### src/rtl/alu_operand_sequencer_pkg.sv
// Shared types and constants for the ALU operand sequencer.
package alu_operand_sequencer_pkg;

  localparam int unsigned DATA_W_DEF  = 16;
  localparam int unsigned REG_CNT_DEF = 8;

  // Bit positions of the ALU flags inside the 4-bit flag vector.
  localparam int unsigned FLAG_N = 3;
  localparam int unsigned FLAG_Z = 2;
  localparam int unsigned FLAG_C = 1;
  localparam int unsigned FLAG_V = 0;

  typedef enum logic [2:0] {
    StIdle  = 3'd0,
    StReadA = 3'd1,
    StReadB = 3'd2,
    StExec  = 3'd3,
    StWb    = 3'd4
  } state_e;

endpackage

### src/rtl/alu_regfile.sv
// Register file for the ALU operand sequencer: one synchronous write port,
// one combinational read port, register 0 hard-wired to zero.
module alu_regfile #(
  parameter int unsigned DATA_W  = 16,
  parameter int unsigned REG_CNT = 8,
  localparam int unsigned AW     = $clog2(REG_CNT)
) (
  input  logic              clock,
  input  logic              reset,
  input  logic              we,
  input  logic [AW-1:0]     waddr,
  input  logic [DATA_W-1:0] wdata,
  input  logic [AW-1:0]     raddr,
  output logic [DATA_W-1:0] rdata
);

  logic [DATA_W-1:0] regs_q [REG_CNT];

  // Storage: cleared by reset, writes to register 0 dropped.
  always_ff @(posedge clock) begin
    if (reset) begin
      for (int i = 0; i < int'(REG_CNT); i++) begin
        regs_q[i] <= '0;
      end
    end else if (we && (waddr != '0)) begin
      regs_q[waddr] <= wdata;
    end
  end

  // Read port: register 0 always returns zero.
  always_comb begin
    rdata = '0;
    if (raddr != '0) begin
      rdata = regs_q[raddr];
    end
  end

endmodule

### src/rtl/alu_operand_sequencer.sv
// Sequences one instruction at a time through register read, ALU execute and
// write-back. Optional macro ALU_FLAGS_REG_EN adds the registered flag output;
// without it flags_q is tied to zero and no flag storage exists.
module alu_operand_sequencer
  import alu_operand_sequencer_pkg::*;
#(
  parameter int unsigned DATA_W  = DATA_W_DEF,
  parameter int unsigned REG_CNT = REG_CNT_DEF,
  localparam int unsigned AW     = $clog2(REG_CNT)
) (
  input  logic              clock,
  input  logic              reset,
  input  logic              instr_valid,
  output logic              instr_ready,
  input  logic [7:0]        instr_ctrl,
  input  logic [AW-1:0]     instr_rd,
  input  logic [AW-1:0]     instr_ra,
  input  logic [AW-1:0]     instr_rb,
  input  logic              instr_use_imm,
  input  logic [DATA_W-1:0] instr_imm,
  input  logic              ld_en,
  input  logic [AW-1:0]     ld_addr,
  input  logic [DATA_W-1:0] ld_data,
  output logic [DATA_W-1:0] ALU_data_in1,
  output logic [DATA_W-1:0] ALU_data_in2,
  output logic [7:0]        ALU_control,
  input  logic [DATA_W-1:0] ALU_data_out,
  input  logic              N,
  input  logic              Z,
  input  logic              C,
  input  logic              V,
  output logic              alu_valid,
  output logic [3:0]        flags_q,
  output logic              busy
);

  state_e state_q, state_d;

  logic              accept;
  logic              ld_fire;
  logic [7:0]        ctrl_q;
  logic [AW-1:0]     rd_q, ra_q, rb_q;
  logic              use_imm_q;
  logic [DATA_W-1:0] imm_q;
  logic [DATA_W-1:0] op_a_q, op_a_d;
  logic [DATA_W-1:0] op_b_q, op_b_d;
  logic [DATA_W-1:0] in1_q, in2_q;
  logic [7:0]        alu_ctrl_q;
  logic              alu_valid_q;
  logic [DATA_W-1:0] result_q;

  logic              rf_we;
  logic [AW-1:0]     rf_waddr;
  logic [DATA_W-1:0] rf_wdata;
  logic [AW-1:0]     rf_raddr;
  logic [DATA_W-1:0] rf_rdata;

  // Next state and handshake; a host load in IDLE blocks instruction accept.
  always_comb begin
    state_d     = state_q;
    instr_ready = 1'b0;
    accept      = 1'b0;
    ld_fire     = 1'b0;
    unique case (state_q)
      StIdle: begin
        if (ld_en) begin
          ld_fire = 1'b1;
        end else begin
          instr_ready = 1'b1;
          if (instr_valid) begin
            accept  = 1'b1;
            state_d = StReadA;
          end
        end
      end
      StReadA: state_d = use_imm_q ? StExec : StReadB;
      StReadB: state_d = StExec;
      StExec:  state_d = StWb;
      StWb:    state_d = StIdle;
      default: state_d = StIdle;
    endcase
  end

  // Operand latch next values from the single read port.
  always_comb begin
    op_a_d = op_a_q;
    op_b_d = op_b_q;
    if (state_q == StReadA) begin
      op_a_d = rf_rdata;
      if (use_imm_q) begin
        op_b_d = imm_q;
      end
    end
    if (state_q == StReadB) begin
      op_b_d = rf_rdata;
    end
  end

  // Register file port steering: read port follows the read phase, write port
  // is shared between host preload and write-back (never active together).
  always_comb begin
    rf_raddr = (state_q == StReadA) ? ra_q : rb_q;
    rf_we    = ld_fire || (state_q == StWb);
    rf_waddr = ld_fire ? ld_addr : rd_q;
    rf_wdata = ld_fire ? ld_data : result_q;
  end

  // Sequencer state, latched instruction fields and ALU-facing registers.
  // ALU outputs only change when entering EXEC, so they hold otherwise.
  always_ff @(posedge clock) begin
    if (reset) begin
      state_q     <= StIdle;
      ctrl_q      <= '0;
      rd_q        <= '0;
      ra_q        <= '0;
      rb_q        <= '0;
      use_imm_q   <= 1'b0;
      imm_q       <= '0;
      op_a_q      <= '0;
      op_b_q      <= '0;
      in1_q       <= '0;
      in2_q       <= '0;
      alu_ctrl_q  <= '0;
      alu_valid_q <= 1'b0;
      result_q    <= '0;
    end else begin
      state_q     <= state_d;
      op_a_q      <= op_a_d;
      op_b_q      <= op_b_d;
      alu_valid_q <= (state_d == StExec);
      if (accept) begin
        ctrl_q    <= instr_ctrl;
        rd_q      <= instr_rd;
        ra_q      <= instr_ra;
        rb_q      <= instr_rb;
        use_imm_q <= instr_use_imm;
        imm_q     <= instr_imm;
      end
      if (state_d == StExec) begin
        in1_q      <= op_a_d;
        in2_q      <= op_b_d;
        alu_ctrl_q <= ctrl_q;
      end
      if (state_q == StExec) begin
        result_q <= ALU_data_out;
      end
    end
  end

`ifdef ALU_FLAGS_REG_EN
  logic [3:0] flags_cap_q;
  logic [3:0] flags_out_q;
  logic [3:0] flags_in;

  always_comb begin
    flags_in         = '0;
    flags_in[FLAG_N] = N;
    flags_in[FLAG_Z] = Z;
    flags_in[FLAG_C] = C;
    flags_in[FLAG_V] = V;
  end

  // Flags captured alongside the result in EXEC, published in WB.
  always_ff @(posedge clock) begin
    if (reset) begin
      flags_cap_q <= '0;
      flags_out_q <= '0;
    end else begin
      if (state_q == StExec) begin
        flags_cap_q <= flags_in;
      end
      if (state_q == StWb) begin
        flags_out_q <= flags_cap_q;
      end
    end
  end

  assign flags_q = flags_out_q;
`else
  logic unused_flags;
  assign unused_flags = ^{N, Z, C, V};
  assign flags_q      = '0;
`endif

  assign ALU_data_in1 = in1_q;
  assign ALU_data_in2 = in2_q;
  assign ALU_control  = alu_ctrl_q;
  assign alu_valid    = alu_valid_q;
  assign busy         = (state_q != StIdle);

  alu_regfile #(
    .DATA_W  (DATA_W),
    .REG_CNT (REG_CNT)
  ) u_regfile (
    .clock (clock),
    .reset (reset),
    .we    (rf_we),
    .waddr (rf_waddr),
    .wdata (rf_wdata),
    .raddr (rf_raddr),
    .rdata (rf_rdata)
  );

endmodule

### config.mk
export PLATFORM = sky130hd
export DESIGN_NAME = alu_operand_sequencer
export DESIGN_NICKNAME = d
export VERILOG_FILES = /design/src/rtl/alu_operand_sequencer_pkg.sv /design/src/rtl/alu_regfile.sv /design/src/rtl/alu_operand_sequencer.sv
export SDC_FILE = /design/constraint.sdc
export NUM_CORES = 1
export LEC_CHECK = 0
export CORE_MARGIN = 8
export CORE_UTILIZATION = 35
export CTS_CLUSTER_SIZE = 28
export DETAILED_ROUTE_END_ITERATION = 8
export PLACE_DENSITY = 0.6
export SLEW_MARGIN = 20
export SYNTH_ARGS = -nofsm -noshare
export SYNTH_HDL_FRONTEND = slang
export SYNTH_SLANG_ARGS = --single-unit
### constraint.sdc
create_clock -name clock -period 3.9 [get_ports clock]
set_input_delay 0.78 -clock clock [delete_from_list [all_inputs] [get_ports clock]]
set_output_delay 0.78 -clock clock [all_outputs]
set_load 0.02 [all_outputs]
# [After elaboration in Yosys (flattened, before gate mapping)]
# Memory sizes are Yosys's and may differ from the RTL's.
# Cells that the tools add are included.
[word_totals] ramBits=128 out_inout_bits=47 ff_bits=126 mem_count=1
[mem_list] name="u_regfile.regs_q" words=8 width=16 rd=1 rd_ports_with_merged_regs=0 write_ports=8 line="alu_regfile.sv:17" text="logic [DATA_W-1:0] regs_q [REG_CNT];"
[op_classes] n_mux=27 eq_ne=5 n_reduce_logical=7
[ops] cell="16-bit two-way mux" count=7
[ops] cell="16-bit OR reduction" count=1
[ops] cell="3-bit two-way mux" count=5
[ops] cell="1-bit two-way mux" count=14
[ops] cell="3-bit case mux with 4 select lines" count=1
[ops] cell="3-bit by 2-bit equality test with 1-bit output (second input constant)" count=3
[ops] cell="3-bit nonzero test" count=3
[ops] cell="3-bit by 1-bit equality test with 1-bit output (second input constant)" count=1
[ops] cell="3-bit equality test (second input constant)" count=1
[ops] cell="3-bit logical NOT" count=1
[ops] cell="1-bit logical AND" count=1
[ops] cell="1-bit logical OR" count=1

# [Depth between registers and ports, before layout]
[logic_depth] word_depth=10 ltp_mapped=10 mapped_depth_nobuf=6

# [Cells and area by module]
# A second synthesis with hierarchy kept.
[unflattened] cells_unflattened=943 area_unflattened_um2=10485.1
[modules_own_cells] module="alu_regfile" instances=1 area_each_um2=5442.7 cells_each=366
[modules_own_cells] module="alu_operand_sequencer" instances=1 area_each_um2=5042.3 cells_each=577

# [Worst setup path before layout]
# Ideal clock, no wire load.
[synth_timing] path_kind="input port to flip-flop" start="input port reset" end="memory u_regfile.regs_q[1][0], enable pin" cell_stages=5 path_buffers=2 arrival_ns=2.404 setup_ns=0.375 slack_ns=1.121 path_cell_list="clkbuf_1 -> or4_1 -> or3_1 -> clkbuf_1 -> nand2b_1"
[synth_rtl] item="from (decl)" line="alu_operand_sequencer.sv:12" text="input logic reset,"
[synth_rtl] item="to (decl)" line="alu_regfile.sv:17"

# [Worst setup path in the final report]
[layout_timing] start="register state_q[0]" end="register op_a_q[6]"
[layout_between] elab_chain_cells=5 word_cells_on_any_way=6 classes_between="eq/ne (1); mux (3); reduce/logical (1); memory (1)"
[layout_rtl] item="from (decl)" line="alu_operand_sequencer.sv:37" text="state_e state_q, state_d;"
[layout_rtl] item="from (signal assigned)" line="alu_operand_sequencer.sv:112" text="state_q <= StIdle;"
[layout_rtl] item="from (signal assigned)" line="alu_operand_sequencer.sv:127" text="state_q <= state_d;"
[layout_rtl] item="3-bit by 1-bit equality test with 1-bit output (*)" line="alu_operand_sequencer.sv:88, alu_operand_sequencer.sv:102"
[layout_rtl] item="3-bit two-way mux" line="alu_operand_sequencer.sv:102" text="rf_raddr = (state_q == StReadA) ? ra_q : rb_q;"
[layout_rtl] item="memory read 8 x 16 bit or 3-bit nonzero test (tied branches)"
[layout_rtl] item="16-bit two-way mux" line="alu_regfile.sv:33" text="if (raddr != '0) begin"
[layout_rtl] item="16-bit two-way mux (*)" line="alu_operand_sequencer.sv:88" text="if (state_q == StReadA) begin"
[layout_rtl] item="to (signal assigned)" line="alu_operand_sequencer.sv:128" text="op_a_q <= op_a_d;"
[layout_rtl] item="to (decl)" line="alu_operand_sequencer.sv:45" text="logic [DATA_W-1:0] op_a_q, op_a_d;"
# Mark *: on every way between the ends. The rest lies on a longest branch, timed or not.
# A chain may end at the register's enable or synchronous reset.

==> flow_metrics.py <==
metrics = {
    "cells_and_area": {
        "fin_area_um2": 12110,
        "seqCellArea_um2": 5776,
        "finalNetCount": 1106,
        "finalNonFillerCells": 1423,
        "antenna_cells": 0,
        "multi_input_area_um2": 3716,
        "drive_above_1_share_pct": 9.187,
        "nFillCells": 2653,
        "area_growth_pct": 23.90,
    },
    "synthesis": {
        "synth_compound_area_share_pct": 12.52,
        "synth_largest_area_cell": "edfxtp_1",
        "yosys.area_share.xor_xnor_pct": 0,
        "synthCells": 922,
        "synth_most_common_cell": "nor2_1",
        "synthMuxAreaShare_pct": 9.549,
        "synthTopCellsByArea": "edfxtp_1 (37%), dfxtp_1 (23%), mux2i_1 (5.9%)",
        "synth_top_cell_area_share_pct": 36.56,
        "synth-seq-cells": 229,
        "synth_edf_count": 119,
        "ys_types": 45,
        "synth_top_family_by_area": "simple AND/OR/NAND/NOR gates",
        "synth.cell_area_um2": 9774,
        "synth.avg_cell_area_um2": 10.60,
        "synth-simple-area-share_pct": 15.46,
        "synthArstFlopShare_pct": 0,
        "ys.flop_type": "edfxtp_1",
        "synthTopCellsByCount": "nor2_1 (151), nand2_1 (130), edfxtp_1 (119)",
        "synthAdderAreaFrac_pct": 0,
        "ys_seq_area_share_pct": 59.09,
        "ys_warn_count": 0,
    },
    "critical_path": {
        "timing.rr.end": "op_a_q[6]",
        "cp.arrival_ns": 3.61,
        "path_cells": "nor3b_4, mux2i_4, buf_12, nor2b_1, a311oi_2, a211oi_1",
        "crit_type": "flip-flop to flip-flop",
        "crit_required_ns": 4.33,
        "slowest_stage": "nor2b_1",
        "cp_max_fo": 37,
        "slowest_delay_ns": 0.78,
        "critPathTopFamily": "simple AND/OR/NAND/NOR gates",
        "cp-start-kind": "flip-flop",
        "end_kind": "flip-flop",
        "rr_worst_depth": 6,
        "critical_path.reg2reg.startpoint": "state_q[0]",
        "rrSetupSlack_ns": 0.72,
        "crit_buf_inv": 1,
    },
    "place": {
        "portBuffers": 115,
        "gp_congestion": 0.7794,
        "dpl-instance-area_um2": 11370,
        "hpwlAfterDp_um": 17980,
        "dp_slack_ns": 0.7301,
        "post-place-cells": 1380,
    },
    "routing": {
        "firstDrtPassIters": 5,
        "ant_nets": 0,
        "drc": 0,
        "drt_iter0_markers": 374,
        "routedWlPerCell_um": 18.35,
        "vias_per_cell": 5.056,
        "num_vias": 7194,
        "drt_wl_total_um": 26120,
    },
    "clock_tree": {
        "hold_buffers": 0,
        "clk_path_buf_depth": 3,
        "cts_resized": 0,
        "cts_buffers": 25,
        "clkLatencyLatePin_ns": 0.52,
        "cts_root_buf": "clkbuf_16",
        "cts_tree": "yes",
        "htreeDepth": 1,
        "clk_pin_slew_ns": 0.06,
        "cts_num_sinks": 229,
        "post_cts_buffers": 0,
    },
    "hold_path": {
        "hold_path.class": "flip-flop to flip-flop",
        "hold_start": "ctrl_q[1]",
        "whs_endpoint": "ALU_control[1]",
        "holdPathStages": 2,
    },
    "global_routing": {
        "gr-total-overflow": 0,
        "grt_pass1_vias": 6935,
        "grt_max_degree": 69,
        "grtUsageTotal_pct": 15.14,
        "grt_antenna_before_repair": 0,
        "grt_pass1_wl_um": 39950,
    },
    "die": {
        "core_um2": 27630,
        "io_pins": 124,
        "start_util_pct": 35.38,
        "die_h_um": 183.1,
        "die_x_um": 183.1,
        "die-area_um2": 33530,
        "rows": 61,
    },
    "sta": {
        "max-slew-margin-rel_pct": 34.13,
        "layout_setup_ws_ns": 0.7166,
        "finalSetupViolations": 0,
        "final_hold_viol_count": 0,
        "fin_skew_ns": 0.01301,
        "fin_crit_sh_pct": 81.62,
        "min_period_ns": 3.183,
        "finalSetupTns_ns": 0,
        "drv_slew": 0,
        "worst_pin_slew_ns": 0.9871,
        "rsz0062_at_grt": "no",
        "max_freq_mhz": 314.1,
    },
    "power": {
        "p_leak_nw": 4.297,
        "combPwrFrac_pct": 11.1,
        "pwr-share-clk_pct": 39.8,
        "intPower_mw": 4.142,
        "power_density_nw_per_um2": 450.9,
        "irDropWorstVdd_v": 0.0002031,
        "swShare_pct": 24.14,
        "p_switching_mw": 1.318,
        "seq_power_share_pct": 49.1,
    },
    "run": {
        "drv_cap": 0,
    },
    "outcome": {
        "outcome": "finished, final reports clean",
    },
}
[cells by family (layout without fill, tap and decap cells)]
kind of cell	Yosys count	after routing
compound gates	188	188
buf+inv	77	190
simple gates	349	349
mux	78	78
flops	229	229
other cells	1	11
[layer usage]
layer  routed length, µm  GRT usage [%]  part of all wire [%]  vias to the layer above
li1                    -              -                     -                     3491
met1               11550          19.81                    44                     3515
met2               12790          25.57                    49                      148
met3                1170          2.434                   4.5                       40
met4                 610          4.327                   2.3                        0
met5                   0              0                     0                        -
[worst min-delay path: stages, from the launching register on]
cell and delay (ns):
dfxtp_1 0.31, nand2_1 0.05, a21oi_1 0.05
[placed cells by master, fill, tap and decap left out, types with 9 or more instances in the layout]
master | synthesis | routed
conb_1 | 1 | 11
mux2i_1 | 58 | 57
clkdlybuf4s50_1 | 0 | 114
buf_4 | 4 | 29
dfxtp_1 | 110 | 110
nor2_1 | 151 | 150
nand2_1 | 130 | 130
a21oi_1 | 92 | 92
clkbuf_16 | 0 | 25
mux2_2 | 10 | 10
a211oi_1 | 23 | 23
o22ai_1 | 33 | 33
nand2b_1 | 10 | 10
and2_1 | 15 | 15
edfxtp_1 | 119 | 119
and3_1 | 12 | 12
clkbuf_1 | 55 | 9
[sequential cells by signal, indices dropped and copies added, names as in the netlist]
register and cells:
result_q 16, ctrl_q 8, use_imm_q 1, rd_q 3, ra_q 3, imm_q 16
rb_q 3, op_a_q 16, ALU_control 8, ALU_data_in1 16, u_regfile.regs_q 119, ALU_data_in2 16
state_q 3, alu_valid 1
[power by group through the flow]
stage / clock network (mW) / logic [mW] / registers [mW]
2_1_floorplan: 0 / 0.377 / 2.72
3_3_place_gp: 0 / 0.608 / 2.73
3_5_place_dp: 0 / 0.613 / 2.73
4_1_cts: 2.21 / 0.615 / 2.68
5_1_grt: 2.30 / 0.662 / 2.69
6_report: 2.17 / 0.607 / 2.68
[worst max-delay path by stage]
stage | startpoint | end | cells after the start
2_1_floorplan | reset | u_regfile.regs_q[1][0] | 5
3_3_place_gp | ld_en | u_regfile.regs_q[1][1] | 6
3_5_place_dp | ld_en | u_regfile.regs_q[7][1] | 8
4_1_cts | state_q[0] | op_a_q[6] | 6
5_1_grt | state_q[0] | op_a_q[6] | 6
6_report | state_q[0] | op_a_q[6] | 6
[stage by stage]
stage	hold WS (ns)	power [mW]	utilization (%)
after floorplan	0.4317	3.097	-
after global placement	0.4390	3.334	41.16
after detailed placement	0.4444	3.344	41.16
after CTS	0.4528	5.503	43.83
after global routing	0.4676	5.654	43.83
final	0.4499	5.460	43.83
[area by class of cell]
| cell class | instances | share of cell area (%) |
|---|---|---|
| multi-input cells | 626 | 30.68 |
| well taps | 378 | 3.905 |
| flip-flops and latches | 229 | 47.69 |
| clock inverters | 8 | 0.5476 |
| repair buffers | 145 | 11.55 |
| inverters | 2 | 0.06199 |
| clock buffers | 35 | 5.558 |
No activity file was read; power rests on OpenSTA's default activity.
